File: src/rtl/uart_pkg.sv
// Shared types and constants for the UART frame parser.
//   state_t       : parser FSM states
//   ERR_*         : err_code encodings reported with frame_err
//   SYNC_BYTE_DEF : default frame start marker
//   len_ok()      : legal LEN field test (1..max_len)
package uart_pkg;

  typedef enum logic [2:0] {
    HUNT    = 3'd0,
    LEN     = 3'd1,
    PAYLOAD = 3'd2,
    CHECK   = 3'd3,
    DRAIN   = 3'd4
  } state_t;

  localparam logic [1:0] ERR_NONE = 2'b00;
  localparam logic [1:0] ERR_LEN  = 2'b01;
  localparam logic [1:0] ERR_CHK  = 2'b10;
  localparam logic [1:0] ERR_TMO  = 2'b11;

  localparam logic [7:0] SYNC_BYTE_DEF = 8'hA5;

  // LEN field is legal when it is non-zero and fits the payload buffer
  function automatic logic len_ok(input logic [7:0] len_byte, input int unsigned max_len);
    return (len_byte != 8'h00) && (32'(len_byte) <= max_len);
  endfunction

endpackage

File: src/rtl/uart_frame_parser_if.sv
// Byte-stream interface around the frame parser.
//   rx_byte/rx_valid     : strobed bytes from uart_rx (no backpressure)
//   out_data/out_valid/out_ready/out_last : verified payload stream
//   frame_done/frame_err/err_code/rx_overrun : status pulses and last error cause
// slave modport is the parser side, master modport is the surrounding logic.
interface uart_frame_parser_if;

  logic [7:0] rx_byte;
  logic       rx_valid;
  logic [7:0] out_data;
  logic       out_valid;
  logic       out_ready;
  logic       out_last;
  logic       frame_done;
  logic       frame_err;
  logic [1:0] err_code;
  logic       rx_overrun;

  modport slave (
    input  rx_byte,
    input  rx_valid,
    input  out_ready,
    output out_data,
    output out_valid,
    output out_last,
    output frame_done,
    output frame_err,
    output err_code,
    output rx_overrun
  );

  modport master (
    output rx_byte,
    output rx_valid,
    output out_ready,
    input  out_data,
    input  out_valid,
    input  out_last,
    input  frame_done,
    input  frame_err,
    input  err_code,
    input  rx_overrun
  );

endinterface

File: src/rtl/uart_frame_buf.sv
// Payload buffer: DEPTH x 8 register file, one synchronous write port and
// one combinational read port. Contents are not reset.
//   clk                 : system clock
//   we, waddr, wdata    : write port
//   raddr, rdata_c      : asynchronous read port
module uart_frame_buf #(
  parameter int unsigned DEPTH = 16,
  parameter int unsigned AW    = 4
) (
  input  logic          clk,
  input  logic          we,
  input  logic [AW-1:0] waddr,
  input  logic [7:0]    wdata,
  input  logic [AW-1:0] raddr,
  output logic [7:0]    rdata_c
);

  logic [7:0] mem_q [DEPTH];

  // write port
  always_ff @(posedge clk) begin
    if (we) begin
      mem_q[waddr] <= wdata;
    end
  end

  // read port
  assign rdata_c = mem_q[raddr];

endmodule

File: src/rtl/uart_frame_parser.sv
// Frames the uart_rx byte stream as SYNC, LEN, payload, CHK. The payload is
// buffered and only released on the out_* stream once LEN and the 8-bit
// additive checksum (LEN + payload bytes) have been verified. Bad frames are
// discarded with a frame_err pulse and err_code.
//   clk, rst   : clock, asynchronous active-high reset
//   bus.slave  : rx_byte/rx_valid in, out_data/out_valid/out_ready/out_last,
//                frame_done, frame_err, err_code, rx_overrun
module uart_frame_parser
  import uart_pkg::*;
#(
  parameter int unsigned MAX_LEN      = 16,
  parameter logic [7:0]  SYNC_BYTE    = SYNC_BYTE_DEF,
  parameter int unsigned TIMEOUT_CLKS = 4340
) (
  input  logic                clk,
  input  logic                rst,
  uart_frame_parser_if.slave  bus
);

  localparam int unsigned LW = $clog2(MAX_LEN + 1);
  localparam int unsigned AW = (MAX_LEN > 1) ? $clog2(MAX_LEN) : 1;
  localparam int unsigned TW = $clog2(TIMEOUT_CLKS);
  localparam logic [TW-1:0] TMO_LAST = TW'(TIMEOUT_CLKS - 1);

  state_t        state_q,      state_d;
  logic [LW-1:0] len_q,        len_d;
  logic [LW-1:0] wr_ptr_q,     wr_ptr_d;
  logic [LW-1:0] rd_ptr_q,     rd_ptr_d;
  logic [7:0]    sum_q,        sum_d;
  logic [TW-1:0] tmo_q,        tmo_d;
  logic [7:0]    out_data_q,   out_data_d;
  logic          out_valid_q,  out_valid_d;
  logic          out_last_q,   out_last_d;
  logic          frame_done_q, frame_done_d;
  logic          frame_err_q,  frame_err_d;
  logic [1:0]    err_code_q,   err_code_d;
  logic          rx_overrun_q, rx_overrun_d;

  logic          buf_we_c;
  logic [7:0]    buf_rdata_c;

  // payload storage; read address follows the next read pointer so the
  // registered out_data lines up with rd_ptr_q
  uart_frame_buf #(
    .DEPTH (MAX_LEN),
    .AW    (AW)
  ) u_buf (
    .clk     (clk),
    .we      (buf_we_c),
    .waddr   (AW'(wr_ptr_q)),
    .wdata   (bus.rx_byte),
    .raddr   (AW'(rd_ptr_d)),
    .rdata_c (buf_rdata_c)
  );

  // next-state, datapath and output decode
  always_comb begin
    state_d      = state_q;
    len_d        = len_q;
    wr_ptr_d     = wr_ptr_q;
    rd_ptr_d     = rd_ptr_q;
    sum_d        = sum_q;
    tmo_d        = tmo_q;
    err_code_d   = err_code_q;
    frame_err_d  = 1'b0;
    frame_done_d = 1'b0;
    rx_overrun_d = 1'b0;
    buf_we_c     = 1'b0;

    case (state_q)
      HUNT: begin
        if (bus.rx_valid && (bus.rx_byte == SYNC_BYTE)) begin
          state_d = LEN;
          tmo_d   = '0;
        end
      end

      LEN: begin
        if (bus.rx_valid) begin
          if (!len_ok(bus.rx_byte, MAX_LEN)) begin
            frame_err_d = 1'b1;
            err_code_d  = ERR_LEN;
            state_d     = HUNT;
          end else begin
            len_d    = LW'(bus.rx_byte);
            sum_d    = bus.rx_byte;
            wr_ptr_d = '0;
            state_d  = PAYLOAD;
          end
        end
      end

      // sync bytes here are ordinary data
      PAYLOAD: begin
        if (bus.rx_valid) begin
          buf_we_c = 1'b1;
          sum_d    = sum_q + bus.rx_byte;
          wr_ptr_d = wr_ptr_q + LW'(1);
          if (wr_ptr_q == (len_q - LW'(1))) begin
            state_d = CHECK;
          end
        end
      end

      CHECK: begin
        if (bus.rx_valid) begin
          if (bus.rx_byte == sum_q) begin
            state_d  = DRAIN;
            rd_ptr_d = '0;
          end else begin
            frame_err_d = 1'b1;
            err_code_d  = ERR_CHK;
            state_d     = HUNT;
          end
        end
      end

      // incoming bytes cannot be held off, so they are dropped and flagged
      DRAIN: begin
        if (bus.rx_valid) begin
          rx_overrun_d = 1'b1;
        end
        if (out_valid_q && bus.out_ready) begin
          if (rd_ptr_q == (len_q - LW'(1))) begin
            frame_done_d = 1'b1;
            state_d      = HUNT;
          end else begin
            rd_ptr_d = rd_ptr_q + LW'(1);
          end
        end
      end

      default: begin
        state_d = HUNT;
      end
    endcase

    // inter-byte timeout; a byte arriving on the last count wins
    if ((state_q == LEN) || (state_q == PAYLOAD) || (state_q == CHECK)) begin
      if (bus.rx_valid) begin
        tmo_d = '0;
      end else if (tmo_q == TMO_LAST) begin
        frame_err_d = 1'b1;
        err_code_d  = ERR_TMO;
        state_d     = HUNT;
        tmo_d       = '0;
      end else begin
        tmo_d = tmo_q + TW'(1);
      end
    end

    // output stream is driven exactly while the next state is DRAIN
    out_valid_d = (state_d == DRAIN);
    out_data_d  = out_valid_d ? buf_rdata_c : 8'h00;
    out_last_d  = out_valid_d && (rd_ptr_d == (len_q - LW'(1)));
  end

  // state and output registers
  always_ff @(posedge clk or posedge rst) begin
    if (rst) begin
      state_q      <= HUNT;
      len_q        <= '0;
      wr_ptr_q     <= '0;
      rd_ptr_q     <= '0;
      sum_q        <= '0;
      tmo_q        <= '0;
      out_data_q   <= '0;
      out_valid_q  <= 1'b0;
      out_last_q   <= 1'b0;
      frame_done_q <= 1'b0;
      frame_err_q  <= 1'b0;
      err_code_q   <= ERR_NONE;
      rx_overrun_q <= 1'b0;
    end else begin
      state_q      <= state_d;
      len_q        <= len_d;
      wr_ptr_q     <= wr_ptr_d;
      rd_ptr_q     <= rd_ptr_d;
      sum_q        <= sum_d;
      tmo_q        <= tmo_d;
      out_data_q   <= out_data_d;
      out_valid_q  <= out_valid_d;
      out_last_q   <= out_last_d;
      frame_done_q <= frame_done_d;
      frame_err_q  <= frame_err_d;
      err_code_q   <= err_code_d;
      rx_overrun_q <= rx_overrun_d;
    end
  end

  assign bus.out_data   = out_data_q;
  assign bus.out_valid  = out_valid_q;
  assign bus.out_last   = out_last_q;
  assign bus.frame_done = frame_done_q;
  assign bus.frame_err  = frame_err_q;
  assign bus.err_code   = err_code_q;
  assign bus.rx_overrun = rx_overrun_q;

endmodule

File: src/flat_wrapper.sv
// flat-port wrapper written by rule: the top's interface ports become plain ports
module uart_frame_parser_flat import uart_pkg::*;
#(
  parameter int unsigned MAX_LEN      = 16,
  parameter logic [7:0]  SYNC_BYTE    = SYNC_BYTE_DEF,
  parameter int unsigned TIMEOUT_CLKS = 4340
)
  (clk, rst, bus_rx_byte, bus_rx_valid, bus_out_ready, bus_out_data, bus_out_valid, bus_out_last, bus_frame_done, bus_frame_err, bus_err_code, bus_rx_overrun);
  uart_frame_parser_if bus_i ();
  input  logic clk;
  input  logic rst;
  input wire logic [$bits(bus_i.rx_byte)-1:0] bus_rx_byte;
  input wire logic [$bits(bus_i.rx_valid)-1:0] bus_rx_valid;
  input wire logic [$bits(bus_i.out_ready)-1:0] bus_out_ready;
  output wire logic [$bits(bus_i.out_data)-1:0] bus_out_data;
  output wire logic [$bits(bus_i.out_valid)-1:0] bus_out_valid;
  output wire logic [$bits(bus_i.out_last)-1:0] bus_out_last;
  output wire logic [$bits(bus_i.frame_done)-1:0] bus_frame_done;
  output wire logic [$bits(bus_i.frame_err)-1:0] bus_frame_err;
  output wire logic [$bits(bus_i.err_code)-1:0] bus_err_code;
  output wire logic [$bits(bus_i.rx_overrun)-1:0] bus_rx_overrun;
  assign bus_i.rx_byte = bus_rx_byte;
  assign bus_i.rx_valid = bus_rx_valid;
  assign bus_i.out_ready = bus_out_ready;
  assign bus_out_data = bus_i.out_data;
  assign bus_out_valid = bus_i.out_valid;
  assign bus_out_last = bus_i.out_last;
  assign bus_frame_done = bus_i.frame_done;
  assign bus_frame_err = bus_i.frame_err;
  assign bus_err_code = bus_i.err_code;
  assign bus_rx_overrun = bus_i.rx_overrun;
  uart_frame_parser #(.MAX_LEN(MAX_LEN), .SYNC_BYTE(SYNC_BYTE), .TIMEOUT_CLKS(TIMEOUT_CLKS)) u_core (.clk(clk), .rst(rst), .bus(bus_i));
endmodule
File: config.mk
export PLATFORM = sky130hd
export DESIGN_NAME = uart_frame_parser_flat
export DESIGN_NICKNAME = d
export VERILOG_FILES = /design/src/rtl/uart_pkg.sv /design/src/rtl/uart_frame_parser_if.sv /design/src/rtl/uart_frame_buf.sv /design/src/rtl/uart_frame_parser.sv /design/src/flat_wrapper.sv
export SDC_FILE = /design/constraint.sdc
export NUM_CORES = 1
export LEC_CHECK = 0
export CORE_UTILIZATION = 65
export CTS_BUF_LIST = sky130_fd_sc_hd__clkbuf_2
export CTS_CLUSTER_DIAMETER = 150
export DETAILED_ROUTE_END_ITERATION = 8
export PLACE_DENSITY = 0.84
export SLEW_MARGIN = 20
export SYNTH_ARGS = -nofsm -noshare
export SYNTH_HDL_FRONTEND = slang
export SYNTH_SLANG_ARGS = --single-unit
File: constraint.sdc
create_clock -name clk -period 9.05 [get_ports clk]
set_clock_uncertainty 0.15 [all_clocks]
set_input_delay 0.905 -clock clk [delete_from_list [all_inputs] [get_ports clk]]
set_output_delay 0.905 -clock clk [all_outputs]
set_load 0.02 [all_outputs]
==> results of run 1 <==
==> layer usage <==
layer / part of all wire (%) / global-route usage [%] / vias to the layer above / wire length [um]
li1: - / - / 2624 / -
met1: 40 / 38.5 / 2794 / 7220
met2: 49 / 48.2 / 295 / 8990
met3: 8.1 / 6.96 / 49 / 1480
met4: 2.9 / 14.9 / 0 / 529
met5: 0 / 0 / - / 0
==> layout make-up <==
type / instances / area [sq um]
Inverter: 33 / 125
Clock inverter: 13 / 181
Clock buffer: 19 / 95.1
Timing Repair Buffer: 33 / 313
Fill cell: 863 / 3240
Multi-Input combinational cell: 480 / 2850
Sequential cell: 182 / 5190
Tap cell: 168 / 210
==> final timing paths <==
path / to / cells past startpoint / slack (ps)
setup reg to reg: u_core.bus.out_data[5] / 12 / 3990
setup / recovery: u_core.bus.out_data[5] / 12 / 3600
min in group asynchronous: u_core.wr_ptr_q[0] / 3 / 490
max in group asynchronous: u_core.bus.out_data[2] / 3 / 7760
hold / removal: u_core.tmo_q[10] / 1 / 410
hold reg to reg: u_core.tmo_q[10] / 1 / 410
==> cell families (layout without fill, tap and decap cells) <==
logic type | Yosys count | in the layout | synth area share [%]
buffers and inverters | 66 | 98 | 3.08
adder cells (fa/ha/maj) | 15 | 15 | 2.35
AO/OA/AOI/OAI | 94 | 94 | 6.85
XOR/XNOR | 38 | 38 | 4.62
flip-flops | 182 | 182 | 62.7
multiplexers | 9 | 9 | 1.31
AND/OR/NAND/NOR | 324 | 324 | 19.1
==> stage by stage <==
| stage | hold WS (ps) | setup WS, ps | util (%) | power [mW] | area [sq um] |
|---|---|---|---|---|---|
| 6_report | 413 | 3600 | 73.5 | 1.80 | 8970 |
| 5_1_grt | 436 | 3460 | 73.5 | 1.88 | 8970 |
| 4_1_cts | 399 | 4140 | 73.5 | 1.80 | 8970 |
| 3_5_place_dp | 371 | 3320 | 71.2 | 1.36 | 8700 |
| 3_3_place_gp | 358 | 3520 | 71.2 | 1.33 | 8700 |
| 2_1_floorplan | 329 | 5470 | - | 1.26 | 8290 |
==> registers in the layout, indices dropped and copies added, names as in the netlist, 2 cells and up <==
register / flops
u_core.len_q: 5
u_core.sum_q: 8
u_core.bus.out_data: 8
u_core.rd_ptr_q: 5
u_core.u_buf.mem_q: 128
u_core.tmo_q: 13
u_core.wr_ptr_q: 5
u_core.bus.err_code: 2
u_core.state_q: 3
==> report_power, final <==
group | total (mW) | internal [mW] | switching, mW
combinational | 0.341 | 0.137 | 0.205
sequential | 1.01 | 0.947 | 0.0590
clock | 0.456 | 0.184 | 0.272
==> worst max-delay path, delay by kind of cell <==
kind,cells,cell delay (ps)
adders and majority gates,1,370
AOI/OAI and AO/OA,2,690
muxes,1,140
and+or+nand+nor,5,1370
buffers and inverters,3,2370
==> layout by cell type, fill, tap and decap left out, types with 3 or more instances in the layout <==
cell type        netlist  final
dfrtp_1               54     54
nand2_1              133    133
clkbuf_2               1     19
inv_1                 32     31
buf_4                  0      7
a22oi_1                8      8
nor3_1                 9      9
clkdlybuf4s50_1        0     26
o21ai_0               32     32
a31oi_1               10     10
nor2_1                32     32
xnor2_1               16     16
nand4_1               19     19
edfxtp_1             128    128
nand3_1               70     70
o22ai_1                3      3
ha_1                  14     14
and2_1                11     11
nor2b_1                7      7
nor4_1                 5      5
and3_1                13     13
xor2_1                18     18
a21o_1                 4      4
clkinv_2               0      3
mux2_2                 5      5
a21oi_1               28     28
bufinv_16              0      4
==> reports/metrics.csv, run 1 <==
stage,metric,value,unit
grt,grt_overflow,0,
clocking,holdBufCountCts,0,
clocking,ctsResizeCount,0,
clocking,cts_sinks,182,
yosys,ys_types,59,
yosys,synth_cells,728,
detailed_routing,ant_nets,0,
die,dieArea,13200,sq um
power,ir_drop,0.000120,V
detailed_routing,dr_total_vias,5762,
placement,place_hpwl,11800,um
die,die_h,115,um
flow_run,maxCapViolations,0,
timing,slew_viol_final,0,
yosys,post-synth-top-area-cell,edfxtp_1,
die,die_x,115,um
power,p_leak,3.51,nW
clocking,cts_buffers,17,
yosys,dominantRegCellSynth,edfxtp_1,
worst_setup_path,cp-startpoint,bus_rx_byte[0],
placement,dp_cells,896,
worst_setup_path,crit_fanout,73,
worst_setup_path,end_kind,flop,
placement,place.port_buffers,26,
grt,grt_first_pass_wirelength,28900,um
die,core_area,12200,sq um
yosys,synth_edf_count,128,
hold_path,hold_path.class,reg -> reg,
yosys,yosysTopAreaCellShare,46.4,%
clocking,cts_setup_buffers,0,
grt,grt_pass1_vias,5626,
clocking,cts_tree,yes,
yosys,ys_warn_count,0,
timing,rsz0062_at_grt,no,
detailed_routing,wl_per_cell,19.6,um
grt,grt_start_max_net_pins,74,
timing,finalHoldViolCount,0,
clocking,clock_latency,750,ps
hold_path,hold_start,u_core.tmo_q[10],
worst_setup_path,worstSetupStartpointType,primary input,
power,power_density,201,nW/um^2
yosys,async_reset_ff_share,29.7,%
detailed_routing,dr.pass1.iters,6,
timing,finalSetupViolCount,0,
detailed_routing,vias_per_cell,6.21,
yosys,ys_seq_area_share,62.7,%
timing,tightest_slew,1030,ps
worst_setup_path,critical_path.cell_chain,clkdlybuf4s50_1 > ha_1 > or4_4 > nor4_2 > nor2_1 > mux2i_4 > buf_4 > clkinv_2 > a21oi_1 > o21ai_0 > nand3_1 > nand4_1,
yosys,synth-seq-cells,182,
yosys,synth_common_cells,"nand2_1, edfxtp_1, nand3_1",
die,io_pins,27,
worst_setup_path,required,9540,ps
yosys,yosysMostFrequentCell,nand2_1,
timing,maxClockFrequency,184,MHz
worst_setup_path,arrival,5940,ps
detailed_routing,drc,0,
worst_setup_path,setup.worst_path.class,in -> reg,
yosys,synth.net_count,755,
worst_setup_path,slowest_delay,990,ps
clocking,clockBufferDepth,2,
worst_setup_path,cp_slowest_cell,clkdlybuf4s50_1,
final_layout,n_antenna_cell,0,
detailed_routing,initialDrtViolationCount,637,
final_layout,layout.nets,774,
grt,grt_use_total,29.9,%
final_layout,drive_gt1_share,7.63,%
die,rows,40,
yosys,synth_area,8290,sq um
detailed_routing,drt-total-wl,18200,um
clocking,cts-root-buf,clkbuf_2,
yosys,synth_area_per_cell,11.4,sq um
die,start_util,67.9,%
clocking,clk_pin_slew_worst_paths,240,ps
final_layout,stdcell_count,928,
timing,slew-limit-headroom,31.1,%
yosys,yosys-top-cells-area,"edfxtp_1, dfrtp_1, nand2_1, nand3_1, ha_1",
worst_setup_path,worstReg2RegStart,u_core.len_q[0],
timing,fin_crit,5450,ps
clocking,cts_max_level,4,
timing,fin_tns_setup,0,ps
timing,fin_crit_sh,60.2,%
run_status,status,"finished, final reports clean",
grt,grt_antenna_before_repair,0,
final_layout,synthToLayoutAreaGrowth,8.22,%
placement,routabilityCongestion,0.834,
Note: power is estimated with default switching activity, not from simulation.
==> run 2: changes to the inputs <==
- CORE_UTILIZATION: 65 -> 64
- PLACE_DENSITY: 0.84 -> 0.83
- clock period: 9.05 -> 5.2 ns (I/O delays scaled with it)
==> reports/metrics.csv, run 2 (synthesized netlist as in run 1, its figures left out) <==
stage,metric,value,unit,change
final_layout,stdcell_count,937,,was 928
timing,rsz0062_at_grt,no,,unchanged
worst_setup_path,arrival,4950,ps,was 5940 ps
timing,finalSetupViolCount,0,,unchanged
detailed_routing,wl_met2,9450,um,was 8990 um
grt,grt_start_max_net_pins,74,,unchanged
worst_setup_path,setup.worst_path.class,reg -> reg,,was in -> reg
die,die_h,116,um,was 115 um
clocking,clockBufferDepth,2,,unchanged
worst_setup_path,end_kind,flop,,unchanged
flow_run,maxCapViolations,0,,unchanged
die,core_area,12600,sq um,was 12200 sq um
timing,tightest_slew,1020,ps,was 1030 ps
power,power_density,340,nW/um^2,was 201 nW/um^2
detailed_routing,dr.pass1.iters,6,,unchanged
clocking,holdBufCountCts,0,,unchanged
clocking,cts_sinks,182,,unchanged
timing,fin_tns_setup,0,ps,unchanged
worst_setup_path,critical_path_buf_inv_count,2,,was 3
clocking,cts_buffers,17,,unchanged
worst_setup_path,r2r_end,u_core.bus.out_data[0],,was u_core.bus.out_data[5]
power,ir_drop,0.000207,V,was 0.000120 V
die,rows,41,,was 40
timing,slew-limit-headroom,31.9,%,was 31.1%
clocking,clock_latency,750,ps,about the same
detailed_routing,met3_length,1100,um,was 1480 um
final_layout,largest_register,u_core.u_buf.mem_q,,unchanged
worst_setup_path,cp_top_family,compound AO/OA/AOI/OAI gates,,was buffers and inverters
detailed_routing,initialDrtViolationCount,650,,was 637
detailed_routing,dr_total_vias,5776,,was 5762
detailed_routing,wl_met1,7480,um,was 7220 um
run_status,status,"finished, final reports clean",,unchanged
placement,dp_cells,905,,was 896
placement,place_area,8740,sq um,was 8700 sq um
final_layout,largest_register_ffs,128,,unchanged
worst_setup_path,crit_fanout,73,,unchanged
grt,grt_use_total,29.3,%,was 29.9%
final_layout,final_cell_area,8980,sq um,was 8970 sq um
power,fin_total_pwr,3.06,mW,was 1.80 mW
final_layout,multi_input_area,2850,sq um,unchanged
detailed_routing,drt-total-wl,18600,um,was 18200 um
final_layout,n_antenna_cell,0,,unchanged
final_layout,regArea,5190,sq um,unchanged
worst_setup_path,reg2reg_depth,11,,was 12
grt,grt_pass1_vias,5497,,was 5626
die,start_util,65.7,%,was 67.9%
timing,fin_crit,4430,ps,
clocking,cts_max_level,4,,unchanged
timing,maxClockFrequency,226,MHz,
detailed_routing,wl_per_cell,19.8,um,was 19.6 um
final_layout,top_regs,"u_core.u_buf.mem_q x128, u_core.tmo_q x13",,unchanged
hold_path,hold_path.class,in -> async,,was reg -> reg
grt,grt_overflow,0,,unchanged
timing,finalHoldViolCount,0,,unchanged
detailed_routing,drc,0,,unchanged
worst_setup_path,slowest_delay,740,ps,was 990 ps
clocking,cts-root-buf,clkbuf_2,,unchanged
timing,slew_viol_final,0,,unchanged
clocking,clk_pin_slew_worst_paths,250,ps,was 240 ps
worst_setup_path,worstSetupStartpointType,flop,,was primary input
die,die_x,116,um,was 115 um
placement,place.port_buffers,26,,unchanged
clocking,ctsResizeCount,0,,unchanged
detailed_routing,vias_per_cell,6.16,,was 6.21
detailed_routing,ant_nets,0,,unchanged
final_layout,n_fill_cell,901,,was 863
final_layout,layout_common_cells,"nand2_1, edfxtp_1, nand3_1, dfrtp_1",,unchanged
worst_setup_path,critical_path.cell_chain,inv_1 > ha_1 > nor3b_2 > xor3_1 > o31ai_1 > mux2i_4 > clkinv_2 > a21oi_1 > o21ai_0 > nand3_1 > nand4_1,,was clkdlybuf4s50_1 > ha_1 > or4_4 > nor4_2 > nor2_1 > mux2i_4 > buf_4 > clkinv_2 > a21oi_1 > o21ai_0 > nand3_1 > nand4_1
die,io_pins,27,,unchanged
detailed_routing,maxUsedRoutingLayer,met4,,unchanged
die,dieArea,13400,sq um,was 13200 sq um
worst_setup_path,worst-r2r-setup-slack,770,ps,was 3990 ps
clocking,cts_setup_buffers,0,,unchanged
placement,place_hpwl,12100,um,was 11800 um
placement,routabilityCongestion,0.847,,was 0.834
grt,grt_first_pass_wirelength,28500,um,was 28900 um
worst_setup_path,worstReg2RegStart,u_core.len_q[0],,unchanged
worst_setup_path,required,5720,ps,was 9540 ps
final_layout,synthToLayoutAreaGrowth,8.28,%,was 8.22%
clocking,cts_tree,yes,,unchanged
final_layout,drive_gt1_share,8.37,%,was 7.63%
timing,fin_crit_sh,85.2,%,
power,p_leak,3.51,nW,about the same
worst_setup_path,cp_slowest_cell,clkinv_2,,was clkdlybuf4s50_1
final_layout,layout_commonest_cell,nand2_1,,unchanged
grt,grt_antenna_before_repair,0,,unchanged
final_layout,layout.nets,779,,was 774
run 2: changes by cell type in the layout (fill, tap and decap cells not counted), sizes merged:
| cell | change |
|---|---|
| buf | +5 |
| inv | +1 |
| bufinv | -2 |
| clkbuf | -2 |
| clkinvlp | +1 |
| clkinv | +2 |
run 2: worst reg2reg max path, stage by stage (launching register included):
cell and delay [ps]:
dfrtp_1 540, inv_1 130, ha_1 230, nor3b_2 320, xor3_1 370, o31ai_1 570
mux2i_4 340, clkinv_2 740, a21oi_1 530, o21ai_0 170, nand3_1 170, nand4_1 80
run 2: power by group:
part,total [mW],internal [mW],switching [mW],leakage [nW]
logic,0.602,0.240,0.362,1.51
clock network,0.705,0.223,0.482,0.139
registers,1.75,1.65,0.103,1.86
total,3.06,2.11,0.947,3.51
run 2: final cells by class:
cell class / instances / area share [%]
Sequential cell: 182 / 57.9
Multi-Input combinational cell: 480 / 31.8
Timing Repair Buffer: 38 / 3.90
Tap cell: 172 / 2.40
Inverter: 33 / 1.39
Clock inverter: 15 / 1.71
Clock buffer: 17 / 0.948
run 2: worst max path at each step:
stage          slack, ps       startpoint                     end  cells after the start
2_1_floorplan       2000   bus_rx_byte[5]  u_core.bus.out_data[1]                      9
3_3_place_gp         830   bus_rx_byte[6]  u_core.bus.out_data[0]                      9
3_5_place_dp         560   bus_rx_byte[6]  u_core.bus.out_data[0]                     11
4_1_cts             1160  u_core.len_q[0]  u_core.bus.out_data[0]                     11
5_1_grt              540  u_core.len_q[0]  u_core.bus.out_data[0]                     11
6_report             770  u_core.len_q[0]  u_core.bus.out_data[0]                     11
run 2: through the flow:
stage	hold slack [ps]	worst slack [ps]	utilization, %
detailed placement	367	565	69.2
floorplan	329	2000	-
global route	138	537	71.1
CTS	93.0	1160	71.1
finish	94.3	770	71.1
global placement	351	833	69.2
run 2: layer usage:
metal	vias up	GRT usage (%)
met5	-	0
met3	48	4.81
met4	0	12.1
met2	253	49.7
met1	2829	37.8
li1	2646	-
==> run 3: changes to the inputs <==
- MAX_ROUTING_LAYER: unset -> met4
==> reports/metrics.csv, run 3 (synthesized netlist as in run 1, its figures left out) <==
stage,metric,value,unit,change
worst_setup_path,required,5700,ps,was 5720 ps
die,dieArea,13400,sq um,unchanged
detailed_routing,drc,0,,unchanged
final_layout,top_regs,"u_core.u_buf.mem_q x128, u_core.tmo_q x13",,unchanged
power,p_clk_share,22.6,%,was 23.1%
detailed_routing,dr_total_vias,5827,,was 5776
power,swShare,30.3,%,was 31.0%
timing,fin_tns_setup,0,ps,unchanged
timing,maxClockFrequency,234,MHz,was 226 MHz
final_layout,largest_register_ffs,128,,unchanged
worst_setup_path,arrival,4770,ps,was 4950 ps
timing,slew_viol_final,0,,unchanged
die,die_h,116,um,unchanged
grt,grt_antenna_before_repair,0,,unchanged
timing,finalSetupViolCount,0,,unchanged
worst_setup_path,cp_top_family,compound AO/OA/AOI/OAI gates,,unchanged
detailed_routing,vias_per_cell,6.22,,was 6.16
clocking,cts_buffers,17,,unchanged
worst_setup_path,end_kind,flop,,unchanged
final_layout,final_util,71.0,%,was 71.1%
worst_setup_path,critical_path_buf_inv_count,2,,unchanged
timing,whs,82.3,ps,was 94.3 ps
die,die_x,116,um,unchanged
placement,place_area,8740,sq um,unchanged
grt,grt_start_max_net_pins,74,,unchanged
timing,tightest_slew,1090,ps,was 1020 ps
placement,dp_cells,905,,unchanged
worst_setup_path,reg2reg_depth,11,,unchanged
worst_setup_path,crit_fanout,73,,unchanged
final_layout,synthToLayoutAreaGrowth,8.07,%,was 8.28%
timing,finalHoldViolCount,0,,unchanged
flow_run,maxCapViolations,0,,unchanged
detailed_routing,wl_per_cell,19.9,um,was 19.8 um
clocking,holdBufCountCts,0,,unchanged
worst_setup_path,worst-path-stages,11,,unchanged
timing,fin_crit,4270,ps,was 4430 ps
timing,fin_crit_sh,82.1,%,was 85.2%
grt,grt_overflow,0,,unchanged
clocking,cts_tree,yes,,unchanged
worst_setup_path,cp_slowest_cell,clkinv_2,,unchanged
power,p_leak,3.52,nW,was 3.51 nW
hold_path,hold_path.class,in -> async,,unchanged
final_layout,layout.nets,779,,unchanged
detailed_routing,drt-total-wl,18600,um,about the same
final_layout,drive_gt1_share,8.24,%,was 8.37%
clocking,ctsResizeCount,0,,unchanged
power,ir_drop,0.000342,V,was 0.000207 V
placement,routabilityCongestion,0.858,,was 0.847
clocking,cts_max_level,4,,unchanged
final_layout,multi_input_area,2850,sq um,unchanged
timing,rsz0062_at_grt,no,,unchanged
final_layout,largest_register,u_core.u_buf.mem_q,,unchanged
clocking,cts_sinks,182,,unchanged
final_layout,stdcell_count,937,,unchanged
final_layout,regArea,5190,sq um,unchanged
placement,place_ws,643,ps,was 565 ps
clocking,cts-root-buf,clkbuf_2,,unchanged
placement,place.port_buffers,26,,unchanged
clocking,clk_pin_slew_worst_paths,250,ps,about the same
grt,grt_pass1_vias,5735,,was 5497
final_layout,layout_commonest_cell,nand2_1,,unchanged
die,start_util,65.7,%,unchanged
grt,grt_first_pass_wirelength,29100,um,was 28500 um
placement,place_hpwl,12300,um,was 12100 um
power,sequentialPowerShare,57.5,%,was 57.3%
power,fin_total_pwr,3.04,mW,was 3.06 mW
final_layout,layout_common_cells,"nand2_1, edfxtp_1, nand3_1, dfrtp_1",,unchanged
timing,fin_ws,933,ps,was 770 ps
clocking,clockBufferDepth,2,,unchanged
final_layout,final_cell_area,8960,sq um,was 8980 sq um
die,rows,41,,unchanged
die,io_pins,27,,unchanged
timing,slew-limit-headroom,27.6,%,was 31.9%
power,intPower,2.12,mW,was 2.11 mW
power,power_frac_comb,19.9,%,was 19.7%
grt,grt_use_total,30.7,%,was 29.3%
power,p_sw,0.923,mW,was 0.947 mW
worst_setup_path,slowest_delay,710,ps,was 740 ps
clocking,cts_setup_buffers,0,,unchanged
final_layout,n_antenna_cell,0,,unchanged
detailed_routing,initialDrtViolationCount,650,,unchanged
run_status,status,"finished, final reports clean",,unchanged
worst_setup_path,worstSetupStartpointType,flop,,unchanged
final_layout,n_fill_cell,913,,was 901
clocking,clock_latency,730,ps,was 750 ps
worst_setup_path,critical_path.cell_chain,inv_1 > ha_1 > nor3b_2 > xor3_1 > o31ai_1 > mux2i_4 > clkinv_2 > a21oi_1 > o21ai_0 > nand3_1 > nand4_1,,unchanged
worst_setup_path,setup.worst_path.class,reg -> reg,,unchanged
detailed_routing,dr.pass1.iters,5,,was 6
detailed_routing,ant_nets,0,,unchanged
die,core_area,12600,sq um,unchanged
power,power_density,339,nW/um^2,was 340 nW/um^2
-- run 3: final cells by class --
type / count / share of cell area (%)
Clock buffer: 23 / 1.28
Clock inverter: 9 / 1.19
Inverter: 33 / 1.40
Multi-Input combinational cell: 480 / 31.8
Sequential cell: 182 / 58.0
Tap cell: 172 / 2.40
Timing Repair Buffer: 38 / 3.91
-- run 3: worst reg2reg max path, delay by kind of cell, from the launching register on --
kind                       cells  cell delay, ps
adders and majority gates      1             220
xor gates and xnor gates       1             370
and+or+nand+nor                3             560
buffers and inverters          2             820
DFF                            1             530
muxes                          1             330
AOI/OAI and AO/OA              3            1200
-- run 3: power groups by stage --
stage / combinational, mW / sequential, mW / clock [mW]
after CTS: 0.597 / 1.75 / 0.687
after global placement: 0.560 / 1.77 / 0
final: 0.605 / 1.75 / 0.687
after detailed placement: 0.592 / 1.78 / 0
after global routing: 0.668 / 1.76 / 0.744
after floorplan: 0.464 / 1.74 / 0
-- run 3: final timing paths --
| check | startpoint | endpoint | slack (ps) |
|---|---|---|---|
| max | u_core.len_q[0] | u_core.bus.out_data[3] | 930 |
| min | rst | u_core.bus.out_data[5] | 80 |
| max reg2reg | u_core.len_q[0] | u_core.bus.out_data[3] | 930 |
| min reg2reg | u_core.tmo_q[0] | u_core.tmo_q[0] | 400 |
| max in group asynchronous | rst | u_core.wr_ptr_q[0] | 4300 |
| min in group clk | bus_rx_byte[5] | u_core.u_buf.mem_q[9][5] | 390 |
-- run 3: metal layers --
metal	vias up	global-route usage (%)	wire length [um]
li1	2649	-	-
met2	305	51.8	9640
met1	2824	36.8	7130
met4	0	12.2	563
met3	49	5.49	1300
met5	-	-	0
